<file path="config.mk">
export PLATFORM = sky130hd
export DESIGN_NAME = lpf_frame_sequencer_flat
export DESIGN_NICKNAME = d
export VERILOG_FILES = /design/src/rtl/lpf_seq_pkg.sv /design/src/rtl/lpf_frame_sequencer_if.sv /design/src/rtl/lpf_frame_sequencer_iir_step.sv /design/src/rtl/lpf_frame_sequencer.sv /design/src/flat_wrapper.sv
export SDC_FILE = /design/constraint.sdc
export NUM_CORES = 1
export LEC_CHECK = 0
export BUFFER_PORTS_ARGS = -buffer_cell sky130_fd_sc_hd__buf_2
export CAP_MARGIN = 20
export CORE_MARGIN = 1.5
export CORE_UTILIZATION = 35
export CTS_BUF_LIST = sky130_fd_sc_hd__clkbuf_4 sky130_fd_sc_hd__clkbuf_8
export DETAILED_ROUTE_END_ITERATION = 12
export PLACE_DENSITY = 0.6
export SLEW_MARGIN = 15
export SYNTH_ARGS = -nofsm -noshare
export SYNTH_HDL_FRONTEND = slang
export SYNTH_HIERARCHICAL = 1
export SYNTH_SLANG_ARGS = --single-unit
</file>
<file path="constraint.sdc">
create_clock -name AUDIO_CLK -period 13.1 [get_ports AUDIO_CLK]
set_clock_uncertainty 0.05 [all_clocks]
set_input_delay 2.62 -clock AUDIO_CLK [delete_from_list [all_inputs] [get_ports AUDIO_CLK]]
set_output_delay 2.62 -clock AUDIO_CLK [all_outputs]
set_load 0.01 [all_outputs]
</file>
<file path="src/rtl/lpf_seq_pkg.sv">
// lpf_seq_pkg: shared widths, FSM state type and saturation helper for the low-pass frame sequencer
package lpf_seq_pkg;
  localparam int LPF_DATA_W = 16;
  localparam int LPF_COEF_W = 8;
  localparam int LPF_DEFAULT_COEF = 29;
  typedef enum logic [1:0] {IDLE, CALC_L, CALC_R, COMMIT} state_t;
  function automatic logic signed [31:0] sat(input logic signed [31:0] v, input int w);
    logic signed [31:0] hi;
    logic signed [31:0] lo;
    hi = (32'sd1 <<< (w - 1)) - 32'sd1;
    lo = -(32'sd1 <<< (w - 1));
    return v > hi ? hi : (v < lo ? lo : v);
  endfunction
endpackage

</file>
<file path="src/rtl/lpf_frame_sequencer_if.sv">
// lpf_frame_sequencer_if: audio frame, config and filtered output bundle
interface lpf_frame_sequencer_if #(
  parameter int DATA_W = 16,
  parameter int COEF_W = 8
);
  logic                  AUD_DACLRCK;
  logic [2*DATA_W-1:0]   currentADCData;
  logic                  cfg_wr;
  logic [COEF_W-1:0]     cfg_coef;
  logic                  cfg_bypass;
  logic [2*DATA_W-1:0]   lowPassFilterOutput;
  logic                  out_valid;
  logic                  busy;
  logic                  overrun;
  modport master (
    output AUD_DACLRCK, currentADCData, cfg_wr, cfg_coef, cfg_bypass,
    input  lowPassFilterOutput, out_valid, busy, overrun
  );
  modport slave (
    input  AUD_DACLRCK, currentADCData, cfg_wr, cfg_coef, cfg_bypass,
    output lowPassFilterOutput, out_valid, busy, overrun
  );
endinterface

</file>
<file path="src/rtl/lpf_frame_sequencer_iir_step.sv">
// iir_step: combinational first-order IIR step y = y_prev + floor((x - y_prev) * coef / 2^COEF_W), saturated
module iir_step
  import lpf_seq_pkg::*;
#(
  parameter int DATA_W = LPF_DATA_W,
  parameter int COEF_W = LPF_COEF_W
) (
  input  logic signed [DATA_W-1:0] x,
  input  logic signed [DATA_W-1:0] y_prev,
  input  logic        [COEF_W-1:0] coef,
  input  logic                     bypass,
  output logic signed [DATA_W-1:0] y
);
  logic signed [DATA_W:0]          diff;
  logic signed [DATA_W+COEF_W+1:0] prod;
  logic signed [DATA_W+COEF_W+1:0] step;
  logic signed [31:0]              sum;
  always_comb begin
    diff = {x[DATA_W-1], x} - {y_prev[DATA_W-1], y_prev};
    prod = diff * $signed({1'b0, coef});
    step = prod >>> COEF_W;
    sum  = 32'(y_prev) + 32'(step);
    y    = bypass ? x : DATA_W'(sat(sum, DATA_W));
  end
endmodule

</file>
<file path="src/rtl/lpf_frame_sequencer.sv">
// lpf_frame_sequencer: per-frame stereo low-pass sequencer sharing one IIR step unit across L then R
module lpf_frame_sequencer
  import lpf_seq_pkg::*;
#(
  parameter int          DATA_W       = LPF_DATA_W,
  parameter int          COEF_W       = LPF_COEF_W,
  parameter int unsigned DEFAULT_COEF = LPF_DEFAULT_COEF
) (
  input logic                  AUDIO_CLK,
  input logic                  rst,
  lpf_frame_sequencer_if.slave bus
);
  state_t                     state_q, state_d;
  logic                       lrck_q;
  logic                       start, idle_start, commit;
  logic [2*DATA_W-1:0]        x_q, x_d;
  logic [2*DATA_W-1:0]        filt_q, filt_d;
  logic signed [DATA_W-1:0]   res_l_q, res_l_d, res_r_q, res_r_d;
  logic                       valid_q, busy_q, busy_d, overrun_q, overrun_d;
  logic [COEF_W-1:0]          coef_pend_q, coef_pend_d, coef_act_q, coef_act_d;
  logic                       byp_pend_q, byp_pend_d, byp_act_q, byp_act_d;
  logic signed [DATA_W-1:0]   step_x, step_y_prev, step_y;
  iir_step #(.DATA_W(DATA_W), .COEF_W(COEF_W)) u_step (
    .x      (step_x),
    .y_prev (step_y_prev),
    .coef   (coef_act_q),
    .bypass (byp_act_q),
    .y      (step_y)
  );
  always_comb begin
    start       = bus.AUD_DACLRCK & ~lrck_q;
    idle_start  = start && state_q == IDLE;
    commit      = state_q == COMMIT;
    state_d     = idle_start ? CALC_L : state_q == CALC_L ? CALC_R : state_q == CALC_R ? COMMIT : IDLE;
    step_x      = state_q == CALC_R ? x_q[DATA_W-1:0] : x_q[2*DATA_W-1:DATA_W];
    step_y_prev = state_q == CALC_R ? filt_q[DATA_W-1:0] : filt_q[2*DATA_W-1:DATA_W];
    x_d         = idle_start ? bus.currentADCData : x_q;
    coef_pend_d = bus.cfg_wr ? bus.cfg_coef : coef_pend_q;
    byp_pend_d  = bus.cfg_wr ? bus.cfg_bypass : byp_pend_q;
    coef_act_d  = idle_start ? coef_pend_d : coef_act_q;
    byp_act_d   = idle_start ? byp_pend_d : byp_act_q;
    res_l_d     = state_q == CALC_L ? step_y : res_l_q;
    res_r_d     = state_q == CALC_R ? step_y : res_r_q;
    filt_d      = commit ? {res_l_q, res_r_q} : filt_q;
    busy_d      = state_d != IDLE;
    overrun_d   = overrun_q | (start && state_q != IDLE);
  end
  always_ff @(posedge AUDIO_CLK)
    if (rst) begin
      state_q     <= IDLE;
      lrck_q      <= 1'b0;
      x_q         <= '0;
      filt_q      <= '0;
      res_l_q     <= '0;
      res_r_q     <= '0;
      valid_q     <= 1'b0;
      busy_q      <= 1'b0;
      overrun_q   <= 1'b0;
      coef_pend_q <= COEF_W'(DEFAULT_COEF);
      coef_act_q  <= COEF_W'(DEFAULT_COEF);
      byp_pend_q  <= 1'b0;
      byp_act_q   <= 1'b0;
    end else begin
      state_q     <= state_d;
      lrck_q      <= bus.AUD_DACLRCK;
      x_q         <= x_d;
      filt_q      <= filt_d;
      res_l_q     <= res_l_d;
      res_r_q     <= res_r_d;
      valid_q     <= commit;
      busy_q      <= busy_d;
      overrun_q   <= overrun_d;
      coef_pend_q <= coef_pend_d;
      coef_act_q  <= coef_act_d;
      byp_pend_q  <= byp_pend_d;
      byp_act_q   <= byp_act_d;
    end
  assign bus.lowPassFilterOutput = filt_q;
  assign bus.out_valid           = valid_q;
  assign bus.busy                = busy_q;
  assign bus.overrun             = overrun_q;
endmodule

</file>
<file path="src/flat_wrapper.sv">
// flat-port wrapper written by rule: the top's interface ports become plain ports
module lpf_frame_sequencer_flat import lpf_seq_pkg::*;
#(
  parameter int          DATA_W       = LPF_DATA_W,
  parameter int          COEF_W       = LPF_COEF_W,
  parameter int unsigned DEFAULT_COEF = LPF_DEFAULT_COEF
)
  (AUDIO_CLK, rst, bus_AUD_DACLRCK, bus_currentADCData, bus_cfg_wr, bus_cfg_coef, bus_cfg_bypass, bus_lowPassFilterOutput, bus_out_valid, bus_busy, bus_overrun);
  lpf_frame_sequencer_if #(.DATA_W(DATA_W), .COEF_W(COEF_W)) bus_i ();
  input logic AUDIO_CLK;
  input logic rst;
  input wire logic [$bits(bus_i.AUD_DACLRCK)-1:0] bus_AUD_DACLRCK;
  input wire logic [$bits(bus_i.currentADCData)-1:0] bus_currentADCData;
  input wire logic [$bits(bus_i.cfg_wr)-1:0] bus_cfg_wr;
  input wire logic [$bits(bus_i.cfg_coef)-1:0] bus_cfg_coef;
  input wire logic [$bits(bus_i.cfg_bypass)-1:0] bus_cfg_bypass;
  output wire logic [$bits(bus_i.lowPassFilterOutput)-1:0] bus_lowPassFilterOutput;
  output wire logic [$bits(bus_i.out_valid)-1:0] bus_out_valid;
  output wire logic [$bits(bus_i.busy)-1:0] bus_busy;
  output wire logic [$bits(bus_i.overrun)-1:0] bus_overrun;
  assign bus_i.AUD_DACLRCK = bus_AUD_DACLRCK;
  assign bus_i.currentADCData = bus_currentADCData;
  assign bus_i.cfg_wr = bus_cfg_wr;
  assign bus_i.cfg_coef = bus_cfg_coef;
  assign bus_i.cfg_bypass = bus_cfg_bypass;
  assign bus_lowPassFilterOutput = bus_i.lowPassFilterOutput;
  assign bus_out_valid = bus_i.out_valid;
  assign bus_busy = bus_i.busy;
  assign bus_overrun = bus_i.overrun;
  lpf_frame_sequencer #(.DATA_W(DATA_W), .COEF_W(COEF_W), .DEFAULT_COEF(DEFAULT_COEF)) u_core (.AUDIO_CLK(AUDIO_CLK), .rst(rst), .bus(bus_i));
endmodule
</file>
==> impl_results.md, run 1 <==
- Total grt overflow: 0
- CTS clk-pin slew, worst paths: 90 ps
- Top FF cell, synth: dfxtp_1
- Io pins: 80
- Initial Util: 0.355
- Crit path DAT: 11210 ps
- Cell variety after synth: 63
- Vias/cell: 5.07
- Share of layout cells above drive strength 1: 0.124
- Area Overhead vs Synth: 9.11%
- H-tree depth: 4
- Worst-margin pin slew: 1090 ps
- Detailed Place HPWL: 21100 um
- CP required: 13350 ps
- Syn nets: 1504
- CTS Buf Count: 17
- Final setup fails: 0
- CTS tree: yes
- Nets: 1551
- Max_slew headroom: 0.275
- Commonest non-fill, non-tap cell in the layout: inv_1
- Routed vias: 8753
- Commonest non-fill, non-tap cells in the layout: 163 x inv_1, 135 x nand2_1, 120 x dfxtp_1
- Outcome: finished clean
- Hold WC Path Type: reg2reg
- CP Launch Type: flip-flop
- # rows: 65
- RSZ-0062 raised after global routing: no
- Gp weighted congestion: 0.854
- Sequential fraction of the synthesis area: 0.215
- Pre-antenna DRT Iters: 6
- Crit. End Element: flip-flop
- Ys Warns: 6
- Die Ht: 182 um
- Antenna viol nets, final: 0
- Vias in the first global route: 8701
- Slew Limit Fails: 0
- Post-DR wirelength/cell: 15.7 um
- PortBufs: 79
- Fillers: 3200
- CTS Hold Buffers Added: 0
- TritonCTS Sinks: 120
- First-pass GRT wire length: 44300 um
- Fmax: 0.0912 GHz
- Critical Path Max Stage Delay: 670 ps
- Clk_lat worst skew: 450 ps
- Core Box Area: 31500 um^2
- Asr flop ratio synth: 0
- Setup TNS: 0 ps
- Die area: 33000 um^2
- Number of remaining DRC errors: 0
- Post-CTS setup buffers: 0
- Kind of critical path: reg2reg
- Root buf cell: clkbuf_8
- Post-synth EDFFs: 0
- Mapped Cells: 1264
- Max Buffers Root-to-Sink: 2
- Max Cap Viol: 0
- Post-Route WL: 27000 um
- Largest net degree at the start of global routing: 106
- Gr usage total: 0.167
- Netlist Area Pre-Place: 11200 um^2
- Slowest cell on the critical path: fa_1
- Post-Syn Area per Cell: 8.84 um^2
- DR iter-0 viols: 546
- Yosys reg bits: 120
- Tmin final: 10960 ps
- Fin crit share: 0.837
- Post-CTS Resized: 0
- Crit-path max FO: 25
- Antenna fix cells: 0
- Width of the die: 182 um
- Final Hold Fails: 0
- Initial antenna violation count: 0
per-layer routing:
layer | wire [um] | track usage | vias up
met2 | 12900 | 0.279 | 167
met3 | 818 | 0.0219 | 30
met4 | 379 | 0.0390 | 0
met5 | 0 | 0 | -
li1 | - | - | 4216
met1 | 12900 | 0.229 | 4340
critical path, delay by kind of cell (launching register included):
family | cells | cell delay, ps
buffers and inverters | 5 | 390
muxes | 2 | 640
xor gates and xnor gates | 1 | 150
and+or+nand+nor | 7 | 1370
AOI/OAI and AO/OA | 12 | 3560
adders and majority gates | 9 | 4300
DFF | 1 | 340
logic make-up (layout without fill, tap and decap cells):
group	after synthesis	in the layout	synth area share
AND/OR/NAND/NOR	395	395	0.166
buffers and inverters	219	279	0.0819
adder cells (fa/ha/maj)	195	195	0.292
AO/OA/AOI/OAI	180	180	0.107
flip-flops	120	120	0.215
multiplexers	107	107	0.0994
XOR/XNOR	48	48	0.0383
synth_stat cells, drive strengths merged, types with 3 or more instances:
master    n  area, um^2
nand3    18        90.1
o311a     3        31.3
a31oi     7        58.8
o21a     10        75.1
xnor2    30         263
dfxtp   120        2400
xor2     18         165
buf      35         225
a21o     13        97.6
inv     163         612
and4      3        26.3
or3       6        37.5
o211ai    7        52.6
clkbuf   20        75.1
and3      9        56.3
ha       86        1080
nor3b     3        27.5
mux2i    75         751
a21oi    74         370
a211oi   13         113
o21ai    22         110
fa      109        2180
nand2   135         507
nor3      4        20.0
a311oi   12         105
nor2    117         444
nor2b    17         106
o31ai     4        35.0
nand2b   12        75.1
mux2     32         360
and2     61         382
registers in the layout, indices dropped and copies added, names as in the netlist:
| signal | cells |
|---|---|
| u_core/bus.lowPassFilterOutput | 32 |
| u_core/x_q | 32 |
| u_core/res_l_q | 16 |
| u_core/res_r_q | 16 |
| u_core/coef_act_q | 8 |
| u_core/coef_pend_q | 8 |
| u_core/state_q | 2 |
| u_core/bus.busy | 1 |
| u_core/bus.out_valid | 1 |
| u_core/bus.overrun | 1 |
| u_core/byp_act_q | 1 |
| u_core/byp_pend_q | 1 |
| u_core/lrck_q | 1 |
final timing paths:
| kind | depth (start not counted) | end | slack [ps] | start |
|---|---|---|---|---|
| worst max-delay path | 36 | u_core/res_l_q[13]$_SDFFE_PP0N_ | 2140 | u_core/state_q[0]$_SDFF_PP0_ |
| worst min-delay path | 2 | u_core/x_q[20]$_SDFFE_PP0P_ | 410 | u_core/x_q[20]$_SDFFE_PP0P_ |
| worst max register to register | 36 | u_core/res_l_q[13]$_SDFFE_PP0N_ | 2140 | u_core/state_q[0]$_SDFF_PP0_ |
| worst min register to register | 2 | u_core/x_q[20]$_SDFFE_PP0P_ | 410 | u_core/x_q[20]$_SDFFE_PP0P_ |
layout make-up:
cell class | count | area (um^2) | area share
Inverter | 164 | 616 | 0.0505
Multi-Input combinational cell | 925 | 7860 | 0.645
Tap cell | 402 | 503 | 0.0412
Sequential cell | 120 | 2400 | 0.197
Timing Repair Buffer | 83 | 428 | 0.0351
Clock buffer | 18 | 241 | 0.0198
Clock inverter | 14 | 141 | 0.0116
stage by stage:
stage	cells	util	instance area [um^2]	hold slack, ps	worst slack [ps]
after floorplan	1264	-	11200	383	3810
after global placement	1694	0.375	11800	390	2300
after detailed placement	1694	0.375	11800	396	2290
after CTS	1726	0.387	12200	408	2250
after global routing	1726	0.387	12200	426	1420
final	1726	0.387	12200	410	2140
Power of run 1 is left out: the tool's default activity adds up to more than one toggle a clock period on the data nets, which glitch-free logic cannot reach.
==> run 2, diff against run 1 <==
Clock period 13.1 ns to 11.2 ns, I/O delays scaled along.
==> impl_results.md, run 2 (same netlist as run 1, synthesis figures left out) <==
- Outcome: finished clean
- DR iter-0 viols: 376 (-31%)
- PortBufs: 79 (unchanged)
- CTS clk-pin slew, worst paths: 80 ps (about the same)
- Tmin final: 10510 ps (-448 ps)
- CTS tree: yes
- Pre-antenna DRT Iters: 4 (-2)
- RSZ-0062 raised after global routing: no
- Post-DR wirelength/cell: 15.2 um (-2.7%)
- Largest net degree at the start of global routing: 103 (-2.8%)
- CTS Hold Buffers Added: 0 (unchanged)
- CP Launch Type: flip-flop
- Area occupied by multi-input gates: 7860 um^2 (unchanged)
- Root buf cell: clkbuf_8
- Slew Limit Fails: 0 (unchanged)
- Number of remaining DRC errors: 0 (unchanged)
- Crit-path max FO: 19 (-24%)
- CP required: 11510 ps (-1840 ps)
- CTS Buf Count: 17 (unchanged)
- H-tree depth: 4 (unchanged)
- Final Hold Fails: 0 (unchanged)
- Fin crit share: 0.939 (+0.102)
- Slowest cell on the critical path: o21ai_1
- Vias/cell: 4.95 (-2.4%)
- Die area: 33000 um^2 (unchanged)
- Initial antenna violation count: 0 (unchanged)
- Detailed Place HPWL: 20500 um (-2.8%)
- Share of layout cells above drive strength 1: 0.128 (+0.00395)
- Most frequent CP cell: inv_1
- Width of the die: 182 um (unchanged)
- Post-CTS Resized: 0 (unchanged)
- Worst path bufs/invs: 6 (+1)
- Max_slew headroom: 0.287 (+0.0119)
- Io pins: 80 (unchanged)
- Antenna fix cells: 0 (unchanged)
- Gp weighted congestion: 0.819 (-4.2%)
- TritonCTS Sinks: 120 (unchanged)
- First-pass GRT wire length: 43500 um (-1.9%)
- Initial Util: 0.355 (unchanged)
- Max Buffers Root-to-Sink: 2 (unchanged)
- Commonest non-fill, non-tap cells in the layout: 163 x inv_1, 135 x nand2_1, 120 x dfxtp_1
- Setup TNS: 0 ps (unchanged)
- Post-Route WL: 26400 um (-2.3%)
- Max Cap Viol: 0 (unchanged)
- Gr usage total: 0.163 (-0.00423)
- Worst-margin pin slew: 1070 ps (-17.9 ps)
- Flip-flop and latch area: 2400 um^2 (unchanged)
- Hold WC Path Type: reg2reg
- Nets: 1557 (+0.39%)
- Final setup fails: 0 (unchanged)
- # rows: 65 (unchanged)
- Vias in the first global route: 8583 (-1.4%)
- Commonest non-fill, non-tap cell in the layout: inv_1
- Antenna viol nets, final: 0 (unchanged)
- Critical Path Max Stage Delay: 580 ps (-90 ps)
- Delay-heaviest family, CP: compound AO/OA/AOI/OAI gates
- Total grt overflow: 0 (unchanged)
- Clk_lat worst skew: 430 ps (-20 ps)
- Post-CTS setup buffers: 0 (unchanged)
- Fillers: 3160 (-1.3%)
- Kind of critical path: reg2reg
- Crit. End Element: flip-flop
- Fmax: 0.0951 GHz (+4.3%)
- Area Overhead vs Synth: 9.99%
- Crit path DAT: 10820 ps (-390 ps)
- Die Ht: 182 um (unchanged)
- Core Box Area: 31500 um^2 (unchanged)
- Routed vias: 8574 (-2.0%)
## run 2: cell count changes in the layout (fill, tap and decap cells not counted)
cell        change
clkinv_2        -1
inv_6           +2
inv_8           -2
clkbuf_8        +2
clkbuf_4        +1
clkinv_4        -2
clkinvlp_4      -2
buf_4           +6
bufinv_16       +2
## run 2: cell type report
type                            count  share of cell area
Inverter                          164              0.0501
Clock inverter                     11              0.0129
Timing Repair Buffer               89              0.0385
Tap cell                          402              0.0409
Sequential cell                   120               0.195
Multi-Input combinational cell    925               0.640
Clock buffer                       21              0.0225
## run 2: worst paths after layout
| check | from | end | slack, ps | cells after the start |
|---|---|---|---|---|
| hold / removal | u_core/x_q[6]$_SDFFE_PP0P_ | u_core/x_q[6]$_SDFFE_PP0P_ | 410 | 2 |
| setup reg to reg | u_core/state_q[0]$_SDFF_PP0_ | u_core/res_l_q[13]$_SDFFE_PP0N_ | 690 | 39 |
| hold reg to reg | u_core/x_q[6]$_SDFFE_PP0P_ | u_core/x_q[6]$_SDFFE_PP0P_ | 410 | 2 |
| setup / recovery | u_core/state_q[0]$_SDFF_PP0_ | u_core/res_l_q[13]$_SDFFE_PP0N_ | 690 | 39 |
## run 2: tightest hold or removal path, cell delays in order, from the launching register on
cell	delay [ps]
dfxtp_1	310
nand2_1	50
a21oi_1	50
## run 2: per-stage QoR
step / utilization / hold WS [ps] / instance area [um^2] / worst slack, ps / std cells
final: 0.391 / 406 / 12300 / 688 / 1732
after detailed placement: 0.377 / 398 / 11900 / 854 / 1700
after global routing: 0.391 / 423 / 12300 / 40.7 / 1732
after global placement: 0.377 / 390 / 11900 / 952 / 1700
after CTS: 0.391 / 407 / 12300 / 792 / 1732
after floorplan: - / 383 / 11200 / 1910 / 1264
## run 2: per-layer routing
layer	routed length (um)	part of all wire	up-vias	GRT usage
li1	-	-	4228	-
met1	12600	0.48	4191	0.221
met2	12700	0.48	139	0.279
met3	930	0.035	16	0.0221
met4	187	0.0071	0	0.0290
met5	0	0	-	0
Power of run 2 is left out for the same reason.
